**config.mk**
```make
export PLATFORM = sky130hd
export DESIGN_NAME = ibex_instr_bus_responder
export DESIGN_NICKNAME = d
export VERILOG_FILES = /design/src/rtl/ibex_instr_bus_responder_pkg.sv /design/src/rtl/ibex_instr_bus_responder_resp_pipe.sv /design/src/rtl/ibex_instr_bus_responder.sv
export SDC_FILE = /design/constraint.sdc
export NUM_CORES = 1
export LEC_CHECK = 0
export CAP_MARGIN = 20
export CORE_MARGIN = 4
export CORE_UTILIZATION = 19
export DETAILED_ROUTE_END_ITERATION = 10
export HOLD_SLACK_MARGIN = 0.05
export PLACE_DENSITY = 0.77
export RECOVER_POWER = 50
export SYNTH_ARGS = -nofsm -noshare
export SYNTH_HDL_FRONTEND = slang
export SYNTH_HIERARCHICAL = 1
export SYNTH_SLANG_ARGS = --single-unit
export TNS_END_PERCENT = 100
```
**constraint.sdc**
```tcl
create_clock -name clk_i -period 2.5 [get_ports clk_i]
set_clock_uncertainty 0.2 [all_clocks]
set_input_delay 0.75 -clock clk_i [delete_from_list [all_inputs] [get_ports clk_i]]
set_output_delay 0.75 -clock clk_i [all_outputs]
set_load 0.01 [all_outputs]
```
**src/rtl/ibex_instr_bus_responder_pkg.sv**
```systemverilog
// Shared types and helpers for the instruction-bus responder slice.
package ibex_instr_bus_responder_pkg;

  typedef struct packed {
    logic        valid;
    logic        err;
    logic [31:0] rdata;
  } instr_resp_t;

  // Word-address width of the SRAM window; clamped to 1 so a one-word window still has a port.
  function automatic int unsigned instr_addr_width(input int unsigned mem_size_bytes);
    return (mem_size_bytes > 4) ? $clog2(mem_size_bytes / 4) : 1;
  endfunction

endpackage

```
**src/rtl/ibex_instr_bus_responder_resp_pipe.sv**
```systemverilog
// Fixed-latency delay line for fetch responses: {valid, err} from the grant cycle,
// data joining one cycle later straight from the SRAM read port.
module ibex_instr_resp_pipe
  import ibex_instr_bus_responder_pkg::*;
#(
  parameter int unsigned LATENCY  = 1,
  parameter bit          ResetAll = 1'b0
) (
  input  logic        clk_i,
  input  logic        rst_ni,
  input  logic        valid_i,
  input  logic        err_i,
  input  logic [31:0] rdata_i,
  output instr_resp_t resp_o
);

  logic [LATENCY-1:0] valid_q, valid_d;
  logic [LATENCY-1:0] err_q, err_d;
  logic [31:0]        rdata_out;

  always_comb begin
    valid_d    = '0;
    err_d      = '0;
    valid_d[0] = valid_i;
    err_d[0]   = err_i;
    for (int unsigned i = 1; i < LATENCY; i++) begin
      valid_d[i] = valid_q[i-1];
      err_d[i]   = err_q[i-1];
    end
  end

  always_ff @(posedge clk_i or negedge rst_ni) begin
    if (!rst_ni) begin
      valid_q <= '0;
      err_q   <= '0;
    end else begin
      valid_q <= valid_d;
      err_q   <= err_d;
    end
  end

  // Data stage k lines up with valid stage k+1, since SRAM data lags the grant by one cycle.
  if (LATENCY > 1) begin : g_data
    localparam int unsigned DS = LATENCY - 1;
    logic [DS-1:0][31:0] data_q, data_d;

    always_comb begin
      data_d    = '0;
      data_d[0] = rdata_i;
      for (int unsigned i = 1; i < DS; i++) begin
        data_d[i] = data_q[i-1];
      end
    end

    if (ResetAll) begin : g_rst
      always_ff @(posedge clk_i or negedge rst_ni) begin
        if (!rst_ni) data_q <= '0;
        else         data_q <= data_d;
      end
    end else begin : g_norst
      always_ff @(posedge clk_i) begin
        data_q <= data_d;
      end
    end

    assign rdata_out = data_q[DS-1];
  end else begin : g_nodata
    assign rdata_out = rdata_i;
  end

  always_comb begin
    resp_o = '0;
    if (valid_q[LATENCY-1]) begin
      resp_o.valid = 1'b1;
      resp_o.err   = err_q[LATENCY-1];
      resp_o.rdata = err_q[LATENCY-1] ? '0 : rdata_out;
    end
  end

endmodule

```
**src/rtl/ibex_instr_bus_responder.sv**
```systemverilog
// Instruction-fetch bus slave: grant throttling, SRAM window decode and
// in-order fixed-latency responses with bus errors for out-of-window fetches.
module ibex_instr_bus_responder
  import ibex_instr_bus_responder_pkg::*;
#(
  parameter int unsigned NUM_OUTSTANDING = 2,
  parameter int unsigned LATENCY         = 1,
  parameter logic [31:0] MemBase         = 32'h0000_0000,
  parameter logic [31:0] MemSizeBytes    = 32'h0001_0000,
  parameter bit          ResetAll        = 1'b0,
  localparam int unsigned AW             = instr_addr_width(MemSizeBytes)
) (
  input  logic          clk_i,
  input  logic          rst_ni,
  input  logic          stall_i,
  input  logic          instr_req_i,
  output logic          instr_gnt_o,
  input  logic [31:0]   instr_addr_i,
  output logic          instr_rvalid_o,
  output logic [31:0]   instr_rdata_o,
  output logic          instr_err_o,
  output logic          mem_req_o,
  output logic [AW-1:0] mem_addr_o,
  input  logic [31:0]   mem_rdata_i
);

  localparam int unsigned CW = $clog2(NUM_OUTSTANDING + 1);

  if (LATENCY < 1) begin : g_lat_chk
    $error("LATENCY must be >= 1");
  end
  if ((MemSizeBytes < 32'd4) || ((MemSizeBytes & (MemSizeBytes - 32'd1)) != 32'd0)) begin : g_size_chk
    $error("MemSizeBytes must be a power of 2 and >= 4");
  end
  if (NUM_OUTSTANDING < 1) begin : g_out_chk
    $error("NUM_OUTSTANDING must be >= 1");
  end

  logic [CW-1:0] out_cnt_q, out_cnt_d;
  logic          grant;
  logic          in_range;
  logic [32:0]   addr_ext, lo_ext, hi_ext;
  instr_resp_t   resp;

  // 33-bit compare so a window ending at the top of the address space cannot wrap.
  assign addr_ext = {1'b0, instr_addr_i};
  assign lo_ext   = {1'b0, MemBase};
  assign hi_ext   = {1'b0, MemBase} + {1'b0, MemSizeBytes};
  assign in_range = (addr_ext >= lo_ext) && (addr_ext < hi_ext);

  assign instr_gnt_o = instr_req_i & ~stall_i & (out_cnt_q < CW'(NUM_OUTSTANDING));
  assign grant       = instr_req_i & instr_gnt_o;

  always_comb begin
    mem_req_o  = grant & in_range;
    mem_addr_o = '0;
    if (mem_req_o) begin
      mem_addr_o = AW'((instr_addr_i - MemBase) >> 2);
    end
  end

  ibex_instr_resp_pipe #(
    .LATENCY  (LATENCY),
    .ResetAll (ResetAll)
  ) u_resp_pipe (
    .clk_i   (clk_i),
    .rst_ni  (rst_ni),
    .valid_i (grant),
    .err_i   (~in_range),
    .rdata_i (mem_rdata_i),
    .resp_o  (resp)
  );

  assign instr_rvalid_o = resp.valid;
  assign instr_err_o    = resp.err;
  assign instr_rdata_o  = resp.rdata;

  always_comb begin
    out_cnt_d = out_cnt_q;
    case ({grant, resp.valid})
      2'b10:   out_cnt_d = out_cnt_q + 1'b1;
      2'b01:   out_cnt_d = out_cnt_q - 1'b1;
      default: ;
    endcase
  end

  always_ff @(posedge clk_i or negedge rst_ni) begin
    if (!rst_ni) out_cnt_q <= '0;
    else         out_cnt_q <= out_cnt_d;
  end

  a_cnt_max: assert property (@(posedge clk_i) disable iff (!rst_ni)
    out_cnt_q <= CW'(NUM_OUTSTANDING));
  a_cnt_no_underflow: assert property (@(posedge clk_i) disable iff (!rst_ni)
    (out_cnt_q == '0 && !grant) |=> (out_cnt_q == '0));
  a_rvalid_has_cnt: assert property (@(posedge clk_i) disable iff (!rst_ni)
    instr_rvalid_o |-> (out_cnt_q != '0));

endmodule
```
==> out/summary.txt, run 1 <==
Critical path peak fanout: 5
Met3 usage: 7.061%
Critical path startpoint: stall_i
Met2 Track Usage GR: 31.47%
Count leader, synth: and3b_2
Layout cells sized above 1: 67.35%
Top-area cell type share of the netlist area: 47.06%
Synth cell count leaders: and3b_2 (32), and3_1 (10), buf_2 (6)
WS Path Type: in -> out
Setup violators final: 15
Drt wl/cell: 15.85 um
HP Class: reg -> reg
Final slew viol count: 0
Residual DRC: 0
Drt via density: 4.566
Clk_lat worst skew: 240 ps
Reg2reg path depth: 5
Mux contribution to synthesized area: 0%
Longest Clk Path Bufs: 2
RSZ-0062 raised after global routing: true
CP dominant cell by count: buf_6
Dominant cell type by area after synthesis: and3b_2
H-tree Lvls: 1
Seq. cell area: 100.1 um2
# Max-Cap Violations: 0
Placeable Area: 3390 um2
Worst hold slack: 279.3 ps
Clock slew seen by the registers of the worst setup and hold paths: 40 ps
Violated checks: negative setup slack
Final Cell Area: 1912 um2
EDFF count, synth: 0
Final ANT Viol Nets: 0
Initial core utilization: 20.08%
Register area share after synthesis: 14.71%
Area Overhead vs Synth: 180.9%
Row cnt: 21
Synth async-reset ratio: 100.0%
Synthesized area per cell: 9.075 um2
RePlAce Congestion: 0.7521
Simple-gate portion of the synthesized area: 70.77%
Leakage: 1.047 nW
WP data required: 1550 ps
Hold Startpoint: out_cnt_q[1]
Final min period: 2874 ps
CP max-delay cell: or3b_4
Final net count: 267
Initial antenna violation count: 0
Pwr Total: 0.4054 mW
FF+latch count, synth: 4
CP cell instances: buf_6, or3b_4, inv_4, and4_4, buf_6, and3_4, buf_6
Synth Instances: 75
Total gr overflow: 0
Num CTS Buffers: 3
Die height: 67.86 um
Die area: 4604 um2
Dpl hpwl: 2990 um
Cts hold-fix bufs: 0
GRT Util Overall: 16.24%
First-pass GRT wire length: 5602 um
Yosys warns: 6
Final period utilization: 115.0%
Status: finished with violations
Crit. End Element: primary output
R2R Path End: out_cnt_q[1]
Cell Area, Synth: 680.7 um2
Via count: 1105
Post-synthesis xor/xnor area fraction: 3.860%
Port Buf Inserts: 115
Filler cells: 292
Area of the multi-input gates: 639.4 um2
Post-Syn Nets: 144
Final Hold Fails: 0
Flop-to-flop setup slack: 630 ps
Worst setup path endpoint: mem_addr_o[7]
I/O pins: 118
Pre-Repair DR Iteration Count: 4
Largest family of logic cells by synthesized area: simple AND/OR/NAND/NOR gates
RR Startpoint: out_cnt_q[1]
CTS tree: done
Worst rel slew slack: 79.73%
CTS Sinks: 4
Top cells by area, synth: and3b_2 (47%), dfrtp_1 (15%), and3_1 (9.2%), buf_2 (4.4%), and3_2 (4.4%)
Top FF cell, synth: dfrtp_1
Clock Tree Root: clkbuf_4
Met1 GRT Util: 15.06%
Slew @ Worst Pin: 301.8 ps
DP Area: 1966 um2
Number of DRC markers in iteration 0: 34
Width of the chip: 67.86 um
Maximum clock rate: 347.9 MHz
Vias in the first global route: 1204
Synth cell types: 19
Grt peak-use layer: met2
Critical Path Start Type: primary input
Compound-Gate Fraction of Synth Area: 0%
Setup WS post-layout: -374.2 ps
Largest net degree at the start of global routing: 34
CP arrival: 1920 ps
Routed WL: 3836 um
Max incr delay on CP: 390 ps
Adder-cell share of the synthesized area: 1.838%
PD cells: 212.0 nW/um2
VDD IR-drop max: 0.1411 mV
Dpl ws: -1161 ps
Number of diodes: 0
-- cells by family after synthesis --
logic type	Yosys count
adders and majority gates	1
and+or+nand+nor	56
xor gates and xnor gates	3
buffers and inverters	11
DFF	4
-- layer usage --
layer / routed length [um] / up-vias
met5: 0 / -
met4: 31 / 0
met1: 1236 / 496
li1: - / 523
met3: 566 / 5
met2: 2002 / 81
-- layout by cell type, fill, tap and decap left out --
| master | netlist | routed |
|---|---|---|
| and4_4 | 1 | 2 |
| and3_4 | 0 | 14 |
| clkbuf_4 | 0 | 3 |
| nand4_1 | 1 | 1 |
| buf_12 | 0 | 2 |
| dfrtp_1 | 4 | 4 |
| xnor2_1 | 2 | 2 |
| clkdlybuf4s15_1 | 0 | 3 |
| and2_2 | 1 | 1 |
| xor2_1 | 1 | 1 |
| dlygate4sd3_1 | 0 | 1 |
| buf_4 | 1 | 7 |
| buf_6 | 1 | 23 |
| and3b_2 | 32 | 32 |
| inv_4 | 0 | 1 |
| nor4_2 | 0 | 2 |
| or3b_4 | 1 | 1 |
| nor4_4 | 0 | 2 |
| buf_2 | 6 | 37 |
| clkbuf_2 | 0 | 5 |
| nor2_1 | 2 | 2 |
| inv_1 | 1 | 1 |
| clkdlybuf4s50_1 | 0 | 48 |
| ha_1 | 1 | 1 |
-- sequential cells by signal, summed over array words and instances (netlist names) --
signal	flops
out_cnt_q	2
u_resp_pipe/valid_q	1
u_resp_pipe/err_q	1
-- power by group --
part           total (mW)  switching (mW)  internal, mW
clock              0.0796          0.0259        0.0536
sequential          0.103          0.0169        0.0856
combinational       0.223          0.0754         0.148
-- per-stage QoR --
| step | util (%) | instances | setup TNS (ps) |
|---|---|---|---|
| 6_report | 56.40 | 242 | -4760 |
| 4_1_cts | 55.63 | 241 | -4885 |
| 5_1_grt | 56.40 | 242 | -5247 |
| 3_3_place_gp | 57.99 | 235 | -29120 |
| 3_5_place_dp | 57.99 | 235 | -29350 |
| 2_1_floorplan | - | 75 | -2049 |
-- layout make-up --
class / count / area share [%]
Timing Repair Buffer: 126 / 56.61
Tap cell: 46 / 3.010
Clock buffer: 3 / 1.178
Inverter: 2 / 0.5236
Multi-Input combinational cell: 61 / 33.44
Sequential cell: 4 / 5.236
-- worst max-delay path, delay by kind of cell --
| kind | cells | cell delay, ps |
|---|---|---|
| buffers and inverters | 4 | 370 |
| AND/OR/NAND/NOR | 3 | 800 |
-- worst min path at each step --
| stage | cells after the start | end | slack, ps |
|---|---|---|---|
| 6_report | 1 | out_cnt_q[1] | 280 |
| 5_1_grt | 1 | out_cnt_q[1] | 300 |
| 4_1_cts | 1 | out_cnt_q[1] | 290 |
| 3_5_place_dp | 1 | out_cnt_q[1] | 280 |
| 3_3_place_gp | 1 | out_cnt_q[0] | 280 |
| 2_1_floorplan | 1 | out_cnt_q[1] | 240 |
-- what timing repair did --
| action | in CTS | in global routing |
|---|---|---|
| setup buffers | 1 | 1 |
| pin swaps | 12 | 9 |
| gates cloned | 2 | 0 |
| setup endpoints to repair | 49 | 17 |
| resized for setup | 268 | 21 |
Power figures use the tool's default switching activity.
==> run 2, diff against run 1 <==
--- a/config.mk
+++ b/config.mk
@@ -5,7 +5,7 @@
 export SDC_FILE = /design/constraint.sdc
 export NUM_CORES = 1
 export LEC_CHECK = 0
-export CAP_MARGIN = 20
+export CORE_ASPECT_RATIO = 0.8
 export CORE_MARGIN = 4
 export CORE_UTILIZATION = 19
 export DETAILED_ROUTE_END_ITERATION = 10
==> out/summary.txt, run 2 (synthesis gave the netlist of run 1 again) <==
WS Path Type: in -> out
GRT Util Overall: 16.30% (+0.063 points)
Vias in the first global route: 1145 (-4.9%)
Crit. End Element: primary output
HP Class: reg -> reg
Width of the chip: 74.92 um (+10%)
CP arrival: 1880 ps (-40 ps)
Worst rel slew slack: 79.53% (-0.20 points)
Dpl hpwl: 2842 um (-4.9%)
Most common cell after layout, fill and taps aside: clkdlybuf4s50_1
VDD IR-drop max: 0.2634 mV (+87%)
Violated checks: negative setup slack
Most frequent cells in the layout: clkdlybuf4s50_1 (48), and3b_2 (32), buf_2 (28), buf_6 (24), and3_4 (14)
Clock slew seen by the registers of the worst setup and hold paths: 30 ps (about the same)
Final slew viol count: 0 (unchanged)
Placeable Area: 3447 um2 (+1.7%)
Num CTS Buffers: 3 (unchanged)
Routed WL: 4003 um (+4.4%)
Clock Tree Root: clkbuf_8
Final ANT Viol Nets: 0 (unchanged)
CTS Sinks: 4 (unchanged)
Pre-Repair DR Iteration Count: 4 (unchanged)
Drt via density: 4.614 (+1.1%)
Drt wl/cell: 16.61 um (+4.8%)
Final period utilization: 113.3% (-1.6 points)
First-pass GRT wire length: 5678 um (+1.4%)
Layout cells sized above 1: 64.32% (-3.0 points)
Final min period: 2833 ps (-41.03 ps)
Worst hold slack: 296.4 ps (+17.09 ps)
RePlAce Congestion: 0.6796 (-9.6%)
Port Buf Inserts: 115 (unchanged)
Number of DRC markers in iteration 0: 37 (+8.8%)
Critical path peak fanout: 7 (+2)
Max FFs per register: 2 (unchanged)
Cts hold-fix bufs: 0 (unchanged)
I/O pins: 118 (unchanged)
Met3 usage: 3.263% (-3.8 points)
Slew @ Worst Pin: 304.8 ps (+2.984 ps)
Number of diodes: 0 (unchanged)
Total gr overflow: 0 (unchanged)
Residual DRC: 0 (unchanged)
Grt peak-use layer: met2
RSZ-0062 raised after global routing: true
Setup violators final: 15 (unchanged)
Largest net degree at the start of global routing: 34 (unchanged)
Longest Clk Path Bufs: 2 (unchanged)
PD cells: 244.1 nW/um2 (+15%)
CTS tree: done
Clk_lat worst skew: 220 ps (-20 ps)
Met2 Track Usage GR: 31.89% (+0.42 points)
Status: finished with violations
Final Hold Fails: 0 (unchanged)
Maximum clock rate: 353.0 MHz (+1.4%)
# Max-Cap Violations: 0 (unchanged)
Most flops, register: out_cnt_q
Initial core utilization: 19.75% (-0.34 points)
Die height: 61.54 um (-9.3%)
Area Overhead vs Synth: 185.7%
Largest registers: out_cnt_q x2, u_resp_pipe/err_q x1, u_resp_pipe/valid_q x1
Final net count: 270 (+1.1%)
Via count: 1112 (+0.63%)
WP data required: 1550 ps (about the same)
Pwr Total: 0.4745 mW (+17%)
Setup WS post-layout: -333.2 ps (+41.03 ps)
Row cnt: 19 (-9.5%)
Critical Path Start Type: primary input
Leakage: 1.023 nW (-2.2%)
Initial antenna violation count: 0 (unchanged)
Met1 GRT Util: 17.78% (+2.7 points)
H-tree Lvls: 1 (unchanged)
Die area: 4610 um2 (+0.12%)
-- run 2: cell count changes in the layout (fill, tap and decap cells not counted), moves of 2 or more --
cell      change
clkbuf_4      -2
buf_4         +6
nor4_4        +2
clkbuf_1      +9
nor4_2        -2
buf_12        -2
clkbuf_2      -3
buf_2         -9
clkbuf_8      +3
-- run 2: report_power, final --
part | switching, mW | total (mW) | leakage [nW] | internal [mW]
logic | 0.0862 | 0.235 | 0.956 | 0.149
clock network | 0.0367 | 0.140 | 0.0216 | 0.103
registers | 0.0140 | 0.0996 | 0.0457 | 0.0856
-- run 2: metrics by stage --
step	cell area [um2]	util, %	cells	TNS (ps)	setup slack [ps]
after floorplan	737.0	-	75	-2049	-174.5
after global placement	1948	56.52	231	-28380	-1121
after detailed placement	1948	56.52	231	-29090	-1142
after CTS	1944	56.41	240	-4350	-319.1
after global routing	1944	56.41	241	-5125	-358.7
final	1944	56.41	241	-4664	-333.2
-- run 2: worst max-delay path, stage by stage --
cell    delay, ps
buf_6          90
nor4_4        290
buf_4         170
and4_4        280
and3_4        200
buf_6         100
-- run 2: area by class of cell --
cell class	instances	area [um2]
tap	42	52.55
clock buffer	3	41.29
inverter	2	10.01
fill	320	1503
timing repair buffer	129	1080
sequential	4	103.9
multi-input combinational	61	656.9
-- run 2: per-layer routing --
layer | share of wire, % | vias to the layer above
met2 | 57 | 52
li1 | - | 529
met4 | 1.2 | 0
met3 | 8.6 | 6
met1 | 34 | 525
met5 | 0 | -
-- run 2: path summary, 6_finish.rpt --
| check | start | endpoint | cells after the start | slack, ps |
|---|---|---|---|---|
| max in group asynchronous | rst_ni | u_resp_pipe/err_q | 1 | 1300 |
| min in group asynchronous | rst_ni | u_resp_pipe/err_q | 1 | 610 |
| min reg2reg | out_cnt_q[0] | out_cnt_q[0] | 1 | 300 |
| max | instr_addr_i[23] | mem_addr_o[1] | 6 | -330 |
| max reg2reg | out_cnt_q[1] | out_cnt_q[1] | 5 | 590 |
| min | out_cnt_q[0] | out_cnt_q[0] | 1 | 300 |
-- run 2: repair_timing --
item	4_1_cts	5_1_grt
endpoints found under the setup margin	49	18
setup buffers	5	1
pin swaps	14	5
cloned	2	0
resized for setup	293	7
